### src/rtl/addpipe_ctrl.sv
// addpipe_ctrl: sequencer for the floating-point add pipeline
// (exponent compare -> align -> add -> normalize).
//
// The controller owns no datapath; it tracks which stages hold a live
// operation, generates the per-stage register load enables, tags every
// accepted operation with a wrapping sequence number and delivers results
// in order under output backpressure.
//
// Ports
//   clk        in   rising-edge clock
//   clr        in   asynchronous active-low reset
//   flush      in   synchronous flush, drops every in-flight operation
//   in_valid   in   upstream presents an operand pair
//   in_ready   out  operand pair is accepted this cycle
//   in_tag     out  tag given to the operation accepted this cycle
//   stage_en   out  load enable for datapath stage register k
//   stage_vld  out  stage k holds a valid operation
//   out_valid  out  result valid at the last stage
//   out_ready  in   downstream accepts the result
//   out_tag    out  tag of the result at the last stage
//   inflight   out  number of operations in the pipeline
//   idle       out  inflight == 0
module addpipe_ctrl #(
  parameter int unsigned STAGES = 4,
  parameter int unsigned TAG_W  = 4,
  parameter int unsigned CNT_W  = 3
) (
  input  logic              clk,
  input  logic              clr,
  input  logic              flush,
  input  logic              in_valid,
  output logic              in_ready,
  output logic [TAG_W-1:0]  in_tag,
  output logic [STAGES-1:0] stage_en,
  output logic [STAGES-1:0] stage_vld,
  output logic              out_valid,
  input  logic              out_ready,
  output logic [TAG_W-1:0]  out_tag,
  output logic [CNT_W-1:0]  inflight,
  output logic              idle
);

  // Per-stage occupancy and tag, plus the tag for the next accepted op.
  logic [STAGES-1:0]            v_q, v_d;
  logic [STAGES-1:0][TAG_W-1:0] tag_q, tag_d;
  logic [TAG_W-1:0]             next_tag_q, next_tag_d;
  logic [CNT_W-1:0]             inflight_q, inflight_d;

  logic [STAGES-1:0] en;
  logic              accept;
  logic              out_hs;

  // A stage may load when it is empty or when the stage after it moves on.
  // The ripple runs from the output end back towards the input; a single
  // running carry keeps the chain free of combinational self-reference.
  always_comb begin
    logic carry;
    carry = out_ready;
    en    = '0;
    for (int k = int'(STAGES) - 1; k >= 0; k--) begin
      carry = ~v_q[k] | carry;
      en[k] = carry;
    end
  end

  // Handshakes. Flush masks both sides so no transfer is counted in that cycle.
  always_comb begin
    in_ready  = en[0] & ~flush;
    accept    = in_valid & in_ready;
    out_valid = v_q[STAGES-1] & ~flush;
    out_hs    = out_valid & out_ready;
  end

  // Stage advance. An empty stage always has en=1, so bubbles collapse
  // even while stages further down are stalled.
  always_comb begin
    v_d   = v_q;
    tag_d = tag_q;
    if (en[0]) begin
      v_d[0]   = accept;
      tag_d[0] = next_tag_q;
    end
    for (int k = 1; k < int'(STAGES); k++) begin
      if (en[k]) begin
        v_d[k]   = v_q[k-1];
        tag_d[k] = tag_q[k-1];
      end
    end
    // Tags may still shift on flush; with every valid bit cleared they are dead.
    if (flush) begin
      v_d = '0;
    end
  end

  // Sequence tag wraps naturally; flush deliberately leaves it alone so tags
  // stay unique across a flush.
  always_comb begin
    next_tag_d = next_tag_q;
    if (accept) begin
      next_tag_d = next_tag_q + TAG_W'(1);
    end
  end

  // Occupancy count: simultaneous accept and output leave it unchanged.
  always_comb begin
    inflight_d = inflight_q;
    unique case ({accept, out_hs})
      2'b10:   inflight_d = inflight_q + CNT_W'(1);
      2'b01:   inflight_d = inflight_q - CNT_W'(1);
      default: inflight_d = inflight_q;
    endcase
    if (flush) begin
      inflight_d = '0;
    end
  end

  always_ff @(posedge clk or negedge clr) begin
    if (!clr) begin
      v_q        <= '0;
      tag_q      <= '0;
      next_tag_q <= '0;
      inflight_q <= '0;
    end else begin
      v_q        <= v_d;
      tag_q      <= tag_d;
      next_tag_q <= next_tag_d;
      inflight_q <= inflight_d;
    end
  end

  always_comb begin
    in_tag    = next_tag_q;
    stage_en  = en;
    stage_vld = v_q;
    out_tag   = tag_q[STAGES-1];
    inflight  = inflight_q;
    idle      = (inflight_q == '0);
  end

endmodule

### config.mk
export PLATFORM = sky130hd
export DESIGN_NAME = addpipe_ctrl
export DESIGN_NICKNAME = d
export VERILOG_FILES = /design/src/rtl/addpipe_ctrl.sv
export SDC_FILE = /design/constraint.sdc
export NUM_CORES = 1
export LEC_CHECK = 0
export ABC_AREA = 1
export CAP_MARGIN = 15
export CORE_UTILIZATION = 49
export CTS_CLUSTER_DIAMETER = 100
export DETAILED_ROUTE_END_ITERATION = 8
export PLACE_DENSITY = 0.88
export SETUP_SLACK_MARGIN = 0.3
export SYNTH_ARGS = -nofsm -noshare
export SYNTH_HDL_FRONTEND = slang
export SYNTH_SLANG_ARGS = --single-unit
### constraint.sdc
create_clock -name clk -period 2.35 [get_ports clk]
set_input_delay 0.3525 -clock clk [delete_from_list [all_inputs] [get_ports clk]]
set_output_delay 0.3525 -clock clk [all_outputs]
set_load 0.02 [all_outputs]
==> flow_summary.ini, run 1 <==
[clock_tree]
cts_root_buffer = clkbuf_4
clkSlewWorstSetupHoldPaths_ps = 140
cts_max_path_buffers = 2
cts-htree-levels = 1
clock-sinks = 27
cts_buffers = 3
cts_tree = built
clock_latency_ps = 310

[sta]
tns_ps = 0
postLayoutSetupSlackWorst_ps = 372
slew_headroom = 0.785
skew_ps = 7.11
setup_viol = 0
tightest_slew_ps = 323
finalHoldViolCount = 0
rsz0062_at_grt = true
fmax_ghz = 0.505
post-route-period-util = 0.842
drv_slew = 0
finalCriticalPeriod_ps = 1980
hold_ws_ps = 394

[synthesis]
synth_cells = 124
synth.ff_latch_count = 27
synth_common_cells = nand2_1 (40), dfrtp_1 (27), inv_1 (9)
synth_seq_area_share = 0.545
synth.cell_area_mm2 = 0.00124
yosysWarningCount = 0
synth.top_cells.by_area = dfrtp_1 (55%), nand2_1 (12%), xor2_1 (2.8%), inv_1 (2.7%), o21ai_0 (2.4%)
yosys.area.top_type = dfrtp_1
synthDistinctLibCells = 26
synth_nets = 131
synth_edf_count = 0
synth_top_cell_area_share = 0.545
postSynth.asyncResetShare = 1.00
syn_area_per_cell_um2 = 9.99
synth.most_common_cell = nand2_1
ys.flop_type = dfrtp_1

[power]
p_clk_frac = 0.133
pwr-share-seq = 0.524
pwr_density_cell_mw_per_mm2 = 900
p_leak_nw = 0.829
swShare = 0.340
p_total_mw = 1.43
p_sw_mw = 0.487
p_int_mw = 0.946
comb_power_share = 0.342
ir_worst_vdd_v = 0.000833

[route]
vias = 923
drtIter0Drc = 18
postRouteAntennaNets = 0
vias_per_cell = 5.02
routedWlPerCell_um = 11.9
routed_wirelength_um = 2190
dr.pass1.iters = 4
drc_errors = 0

[layout]
final_net_count = 164
antennaDiodeCount = 0
areaGrowthSynthToFinish_pct = 28.6
drive_gt1_frac = 0.141

[critical_path]
end_kind = primary output
crit_arrival_ps = 1630
start_kind = input port
cp.required_ps = 2000
path_max_fanout = 9
crit_type = input port to primary output

[hold_path]
hp-class = input port to asynchronous set/reset pin

[global_routing]
grt_pass1_wl_um = 3700
grt_overflow_total = 0
antenna_found_initial = 0
grt_max_degree = 28
track_usage = 0.184
grt_pass1_vias = 922

[job]
maxCapViolCount = 0

[status]
status = finished clean

[floorplan]
start_util = 0.539
die-height_um = 52.3
pin_count = 27
num_rows = 17
coreArea_mm2 = 0.00230
dieArea_mm2 = 0.00273
die_w_um = 52.3

[placed_design]
portBuffers = 26
place_congestion = 0.706
pre_cts_slack_ps = 44.8
hpwl_um = 1710
## critical path, cell delays in order
cell,delay [ps]
clkdlybuf4s50_1,460
nor2_4,170
inv_4,80
nor2_8,150
nand2_4,100
clkdlybuf4s15_1,300
## state kept, by name (all words and copies together), names as in the netlist
register and flops:
tag_q 12, in_tag 4, out_tag 4, stage_vld 4, inflight 3
## logic make-up (layout without fill, tap and decap cells)
kind of cell / Yosys count / count (layout) / synth area share
xor gates and xnor gates: 4 / 4 / 0.0283
AOI/OAI and AO/OA: 13 / 13 / 0.0636
buffers and inverters: 18 / 50 / 0.0687
DFF: 27 / 27 / 0.545
adders and majority gates: 2 / 2 / 0.0263
and+or+nand+nor: 58 / 58 / 0.243
muxes: 2 / 2 / 0.0242
## metrics by stage
stage / utilization / std cells / instance area (um2)
after global placement: 0.676 / 179 / 1550
final: 0.693 / 184 / 1590
after CTS: 0.686 / 183 / 1580
after floorplan: - / 124 / 1240
after detailed placement: 0.676 / 179 / 1550
after global routing: 0.693 / 184 / 1590
## final cells by class
cell class                      count  area [um2]
Fill cell                         179         704
Sequential cell                    27         676
Multi-Input combinational cell     79         478
Timing Repair Buffer               32         323
Inverter                           14        55.1
Tap cell                           28        35.0
Clock buffer                        4        26.3
## per-layer routing
layer / part of all wire / global-route usage / up-vias / wire (um)
li1: - / - / 451 / -
met1: 0.46 / 0.231 / 445 / 1010
met2: 0.49 / 0.321 / 25 / 1070
met3: 0.035 / 0.0290 / 2 / 77
met4: 0.012 / 0.0570 / 0 / 27
met5: 0 / 0 / - / 0
## layout by cell type, fill, tap and decap left out, drive strengths merged
cell	instances
clkdlybuf4s15	2
o21ai	9
nor2	6
ha	1
o21a	1
clkdlybuf4s50	19
nand2	42
dlygate4sd2	2
dfrtp	27
clkinv	1
clkbuf	4
inv	13
dlymetal6s2s	3
buf	6
nand3	6
nor3	1
nand3b	1
xor2	4
a21oi	3
fa	1
mux2	2
nand4	2
## timing repair
item | in CTS | in global routing
buffers inserted | 0 | 1
gates resized for setup | 4 | 5
pin swaps | 0 | 1
hold buffers | 0 | 0
endpoints found under the setup margin | 4 | 6
gates cloned | 0 | 0
## worst paths after layout
check,slack (ps),depth (start not counted),endpoint,start
setup / recovery,370,6,stage_en[1],out_ready
hold / removal,390,2,stage_vld[2],clr
setup reg to reg,490,10,inflight[2],stage_vld[1]
hold reg to reg,480,2,out_tag[0],tag_q[8]
max in group asynchronous,1710,2,tag_q[2],clr
min in group clk,400,3,stage_vld[3],flush
## power by group through the flow
stage,clock (mW),combinational [mW],sequential [mW]
6_report,0.191,0.491,0.752
5_1_grt,0.219,0.542,0.777
4_1_cts,0.197,0.499,0.753
3_5_place_dp,0,0.497,0.762
3_3_place_gp,0,0.481,0.752
2_1_floorplan,0,0.283,0.784
(Power assumes the default switching activity.)
==> run 2, diff against run 1 <==
--- a/config.mk
+++ b/config.mk
@@ -7,10 +7,10 @@
 export LEC_CHECK = 0
 export ABC_AREA = 1
 export CAP_MARGIN = 15
-export CORE_UTILIZATION = 49
+export CORE_UTILIZATION = 44
 export CTS_CLUSTER_DIAMETER = 100
 export DETAILED_ROUTE_END_ITERATION = 8
-export PLACE_DENSITY = 0.88
+export PLACE_DENSITY = 0.84
 export SETUP_SLACK_MARGIN = 0.3
 export SYNTH_ARGS = -nofsm -noshare
 export SYNTH_HDL_FRONTEND = slang
==> constraint.sdc (replaced) <==
create_clock -name clk -period 1.8 [get_ports clk]
set_input_delay 0.27 -clock clk [delete_from_list [all_inputs] [get_ports clk]]
set_output_delay 0.27 -clock clk [all_outputs]
set_load 0.02 [all_outputs]
==> run 2 against run 1 <==
Net effect: the flow now finishes with violations (negative setup slack); global-route usage grew 2.3 points; routed wire length grew 29%; sequential power grew 32%; clock skew shrank 3.0 ps; hold slack lost 110 ps; clock power grew 43%; largest cell class unchanged; largest power group unchanged; highest routed layer unchanged.
==> flow_summary.ini, run 2 (same netlist as run 1, synthesis figures left out) <==
[sta]
finalHoldViolCount = 0
drv_slew = 0
tightest_slew_ps = 344
rsz0062_at_grt = true
skew_ps = 4.09
fmax_ghz = 0.541
post-route-period-util = 1.03
postLayoutSetupSlackWorst_ps = -48.0
finalCriticalPeriod_ps = 1850
slew_headroom = 0.771
setup_viol = 1

[route]
vias = 1010
routedWlPerCell_um = 13.9
wl_met2_um = 1520
met3_length_um = 130
drc_errors = 0
dr.pass1.iters = 4
wl_met1_um = 1140
vias_per_cell = 4.98
drtIter0Drc = 25
routed_wirelength_um = 2820
postRouteAntennaNets = 0
highest_layer = met4

[clock_tree]
clock_latency_ps = 330
clock-sinks = 27
cts_tree = built
clkSlewWorstSetupHoldPaths_ps = 150
cts_root_buffer = clkbuf_4
cts_buffers = 3
ctsHoldBuffers = 0
cts_max_path_buffers = 2
cts-htree-levels = 1

[layout]
final_util = 0.673
layout_common_cells = nand2_1 (40), dfrtp_1 (24), buf_4 (22)
regMostFlops = tag_q
areaGrowthSynthToFinish_pct = 39.6
largest_reg_flops = 12
fin_cells = 203
antennaDiodeCount = 0
drive_gt1_frac = 0.341
layout_commonest_cell = nand2_1
final_net_count = 181
n_fill_cell = 227

[global_routing]
grt_pass1_vias = 973
grt_pass1_wl_um = 4310
grt_max_degree = 28
track_usage = 0.207
antenna_found_initial = 0
grt_overflow_total = 0

[critical_path]
crit_arrival_ps = 2120
start_kind = flop
cp.required_ps = 2070
end_kind = flop
crit_type = flop to flop
path_max_fanout = 3

[power]
p_leak_nw = 0.940
pwr_density_cell_mw_per_mm2 = 1080
comb_power_share = 0.323
p_total_mw = 1.87
ir_worst_vdd_v = 0.00112
p_clk_frac = 0.147
pwr-share-seq = 0.530
p_int_mw = 1.18
swShare = 0.370
p_sw_mw = 0.690

[floorplan]
die_w_um = 55.1
dieArea_mm2 = 0.00303
coreArea_mm2 = 0.00257
die-height_um = 55.1
pin_count = 27
start_util = 0.482
num_rows = 18

[placed_design]
dp.cells = 193
place_congestion = 0.872
pre_cts_slack_ps = -394
hpwl_um = 2000
portBuffers = 26

[status]
violations = negative setup slack
status = finished with violations

[hold_path]
hp-class = input port to asynchronous set/reset pin

[job]
maxCapViolCount = 0
==> run 2: cell types whose count changed in the layout (fill, tap and decap cells not counted), moves of 4 or more <==
cell / delta
dlygate4sd2_1: +14
clkdlybuf4s50_1: -17
buf_6: +4
buf_4: +17
==> run 2: final cells by class <==
type,count,area (um2),share of cell area
flip-flops and latches,27,679,0.393
inverters,14,63.8,0.0369
clock buffers,3,22.5,0.0130
repair buffers,49,420,0.243
multi-input cells,79,498,0.288
well taps,30,37.5,0.0217
clock inverters,1,7.51,0.00434
==> run 2: power by group through the flow <==
stage                     sequential (mW)  combinational (mW)  clock, mW
after floorplan                      1.02               0.370          0
after CTS                           0.992               0.606      0.280
final                               0.989               0.603      0.274
after global placement              0.979               0.638          0
after detailed placement             1.01               0.671          0
after global routing                 1.02               0.676      0.305
==> run 2: timing repair <==
| item | CTS | global route |
|---|---|---|
| buffers inserted | 2 | 4 |
| setup endpoints to repair | 24 | 11 |
| endpoints found under the hold margin | 0 | 0 |
| cloned | 0 | 0 |
| resized for setup | 57 | 12 |
| pin swaps | 4 | 6 |
==> run 2: metrics by stage <==
step                      area (um2)  hold WS (ps)  TNS, ps
after global routing            1730           306     -122
after detailed placement        1660           465    -1640
after global placement          1660           454    -1390
final                           1730           288    -48.0
after CTS                       1680           285    -10.3
after floorplan                 1250         -25.6     -182
==> run 2: path summary, 6_finish.rpt <==
kind / from / end / slack, ps / cells after the start
worst max register to register: stage_vld[3] / inflight[2] / -50 / 12
worst min-delay path: clr / stage_vld[0] / 290 / 2
worst min register to register: tag_q[7] / tag_q[11] / 500 / 2
worst max-delay path: stage_vld[3] / inflight[2] / -50 / 12
max in group asynchronous: clr / inflight[2] / 1240 / 2
min in group clk: flush / stage_vld[3] / 460 / 3
==> run 2: per-layer routing <==
metal  global-route usage  up-vias
li1                     -      485
met1                0.247      488
met2                0.365       35
met3               0.0246        2
met4                0.100        0
met5                    0        -
==> run 2: critical path, cell delays in order (launching register included) <==
cell	delay (ps)
dfrtp_2	450
inv_4	70
nor2_4	40
nand4_4	90
nand3_4	100
nand2_4	90
inv_2	40
fa_2	360
xor2_2	160
nand3b_1	170
nand2_1	70
nand2_1	50
nand2_1	90
==> run 3, diff against run 2 <==
--- a/config.mk
+++ b/config.mk
@@ -7,10 +7,11 @@
 export LEC_CHECK = 0
 export ABC_AREA = 1
 export CAP_MARGIN = 15
-export CORE_UTILIZATION = 44
+export CORE_UTILIZATION = 54
 export CTS_CLUSTER_DIAMETER = 100
 export DETAILED_ROUTE_END_ITERATION = 8
-export PLACE_DENSITY = 0.84
+export DONT_BUFFER_PORTS = 1
+export PLACE_DENSITY = 0.82
 export SETUP_SLACK_MARGIN = 0.3
 export SYNTH_ARGS = -nofsm -noshare
 export SYNTH_HDL_FRONTEND = slang
==> run 3 against run 2 <==
Net effect: global-route usage grew 3.9 points; largest cell class unchanged; combinational power shrank 43%; design area shrank 7.5%; the flow now finishes without violations; clock-buffer cell count is the same; sequential share of layout area grew 3.2 points; hold slack lost 260 ps; clock skew shrank 0.70 ps; routed wire length shrank 3.5%.
==> flow_summary.ini, run 3 (same netlist as run 1, synthesis figures left out) <==
[floorplan]
die-height_um = 49.9
start_util = 0.601
coreArea_mm2 = 0.00206
die_w_um = 49.9
num_rows = 16
dieArea_mm2 = 0.00249
pin_count = 27

[sta]
drv_slew = 0
rsz0062_at_grt = true
finalCriticalPeriod_ps = 1770
setup_viol = 0
post-route-period-util = 0.982
tns_ps = 0
tightest_slew_ps = 280
finalHoldViolCount = 0
skew_ps = 3.39
postLayoutSetupSlackWorst_ps = 32.0
fmax_ghz = 0.566
slew_headroom = 0.813

[global_routing]
grt_overflow_total = 0
grt_pass1_vias = 985
grt_max_degree = 28
antenna_found_initial = 0
grt_pass1_wl_um = 4420
track_usage = 0.246

[critical_path]
rr_worst_depth = 12
rr_endpoint = inflight[2]
start_kind = flop
reg2reg_setup_slack_ps = 50
r2r_start = stage_vld[3]
cp.required_ps = 1530
end_kind = primary output
path_max_fanout = 6
crit_arrival_ps = 1500
crit_type = flop to primary output

[placed_design]
portBuffers = 0
pre_cts_slack_ps = 10.4
hpwl_um = 1760
dp.cells = 159
place_congestion = 0.946

[hold_path]
hp-class = input port to flop
min_from = flush
whs_path_depth = 1
min_to = stage_vld[0]

[power]
p_sw_mw = 0.645
pwr_density_cell_mw_per_mm2 = 1080
p_clk_frac = 0.160
p_leak_nw = 0.816
swShare = 0.372
pwr-share-seq = 0.641
p_total_mw = 1.73
comb_power_share = 0.200
p_int_mw = 1.09
ir_worst_vdd_v = 0.00105

[layout]
n_fill_cell = 131
areaGrowthSynthToFinish_pct = 29.1
layout_common_cells = nand2_1 (39), dfrtp_1 (24), buf_4 (16)
drive_gt1_frac = 0.360
layout_commonest_cell = nand2_1
final_net_count = 158
regMostFlops = tag_q
fin_cells = 177
largest_reg_flops = 12
antennaDiodeCount = 0

[clock_tree]
clkSlewWorstSetupHoldPaths_ps = 150
cts_tree = built
clock-sinks = 27
cts-htree-levels = 1
cts_buffers = 3
cts_max_path_buffers = 2
clock_latency_ps = 330
cts_root_buffer = clkbuf_4

[job]
maxCapViolCount = 0

[route]
vias = 935
routed_wirelength_um = 2720
routedWlPerCell_um = 15.4
vias_per_cell = 5.28
dr.pass1.iters = 6
postRouteAntennaNets = 0
drtIter0Drc = 10
drc_errors = 0

[status]
status = finished clean
## run 3: power by group through the flow
stage               Clock, mW  Sequential [mW]  Combinational (mW)
detailed placement          0             1.12               0.309
global route            0.307             1.13               0.415
global placement            0             1.11               0.294
CTS                     0.288             1.10               0.340
floorplan                   0             1.02               0.370
finish                  0.277             1.11               0.346
## run 3: stage by stage
stage	instance area, um2	hold slack, ps	util
2_1_floorplan	1250	-25.6	-
3_5_place_dp	1340	-25.1	0.650
6_report	1600	31.9	0.775
5_1_grt	1600	22.6	0.775
3_3_place_gp	1340	-25.1	0.650
4_1_cts	1490	21.7	0.724
## run 3: worst max path at each step
stage	start	end	slack, ps	depth (start not counted)
CTS	stage_vld[3]	inflight[2]	50	12
detailed placement	stage_vld[3]	inflight[2]	10	12
global route	stage_vld[3]	inflight[2]	-70	12
floorplan	stage_vld[3]	inflight[2]	-130	12
global placement	stage_vld[3]	inflight[2]	120	12
finish	stage_vld[3]	in_ready	30	8
## run 3: timing repair
item,CTS,global route
hold endpoints to repair,29,0
endpoints found under the setup margin,9,8
buffers inserted,6,5
pin swaps,8,5
hold buffers,3,0
resized for setup,11,15
## run 3: final cells by class
| cell class | instances | area, um2 | area share |
|---|---|---|---|
| Sequential cell | 27 | 679 | 0.425 |
| Inverter | 14 | 83.8 | 0.0524 |
| Multi-Input combinational cell | 79 | 514 | 0.322 |
| Tap cell | 27 | 33.8 | 0.0211 |
| Clock buffer | 3 | 22.5 | 0.0141 |
| Clock inverter | 1 | 8.76 | 0.00548 |
| Timing Repair Buffer | 26 | 256 | 0.160 |
## run 3: worst max-delay path: stages, from the launching register on
cell and delay, ps:
dfrtp_2 390, inv_2 60, nor2_4 120, nand4_4 120, buf_6 150, buf_12 140
clkinv_8 50, nor2_4 30, buf_6 120
## run 3: layer usage
metal | share of wire | vias up | wire length (um) | track usage
li1 | - | 438 | - | -
met1 | 0.40 | 454 | 1100 | 0.296
met2 | 0.53 | 39 | 1440 | 0.426
met3 | 0.055 | 4 | 151 | 0.0494
met4 | 0.0099 | 0 | 27 | 0.100
met5 | 0 | - | 0 | 0
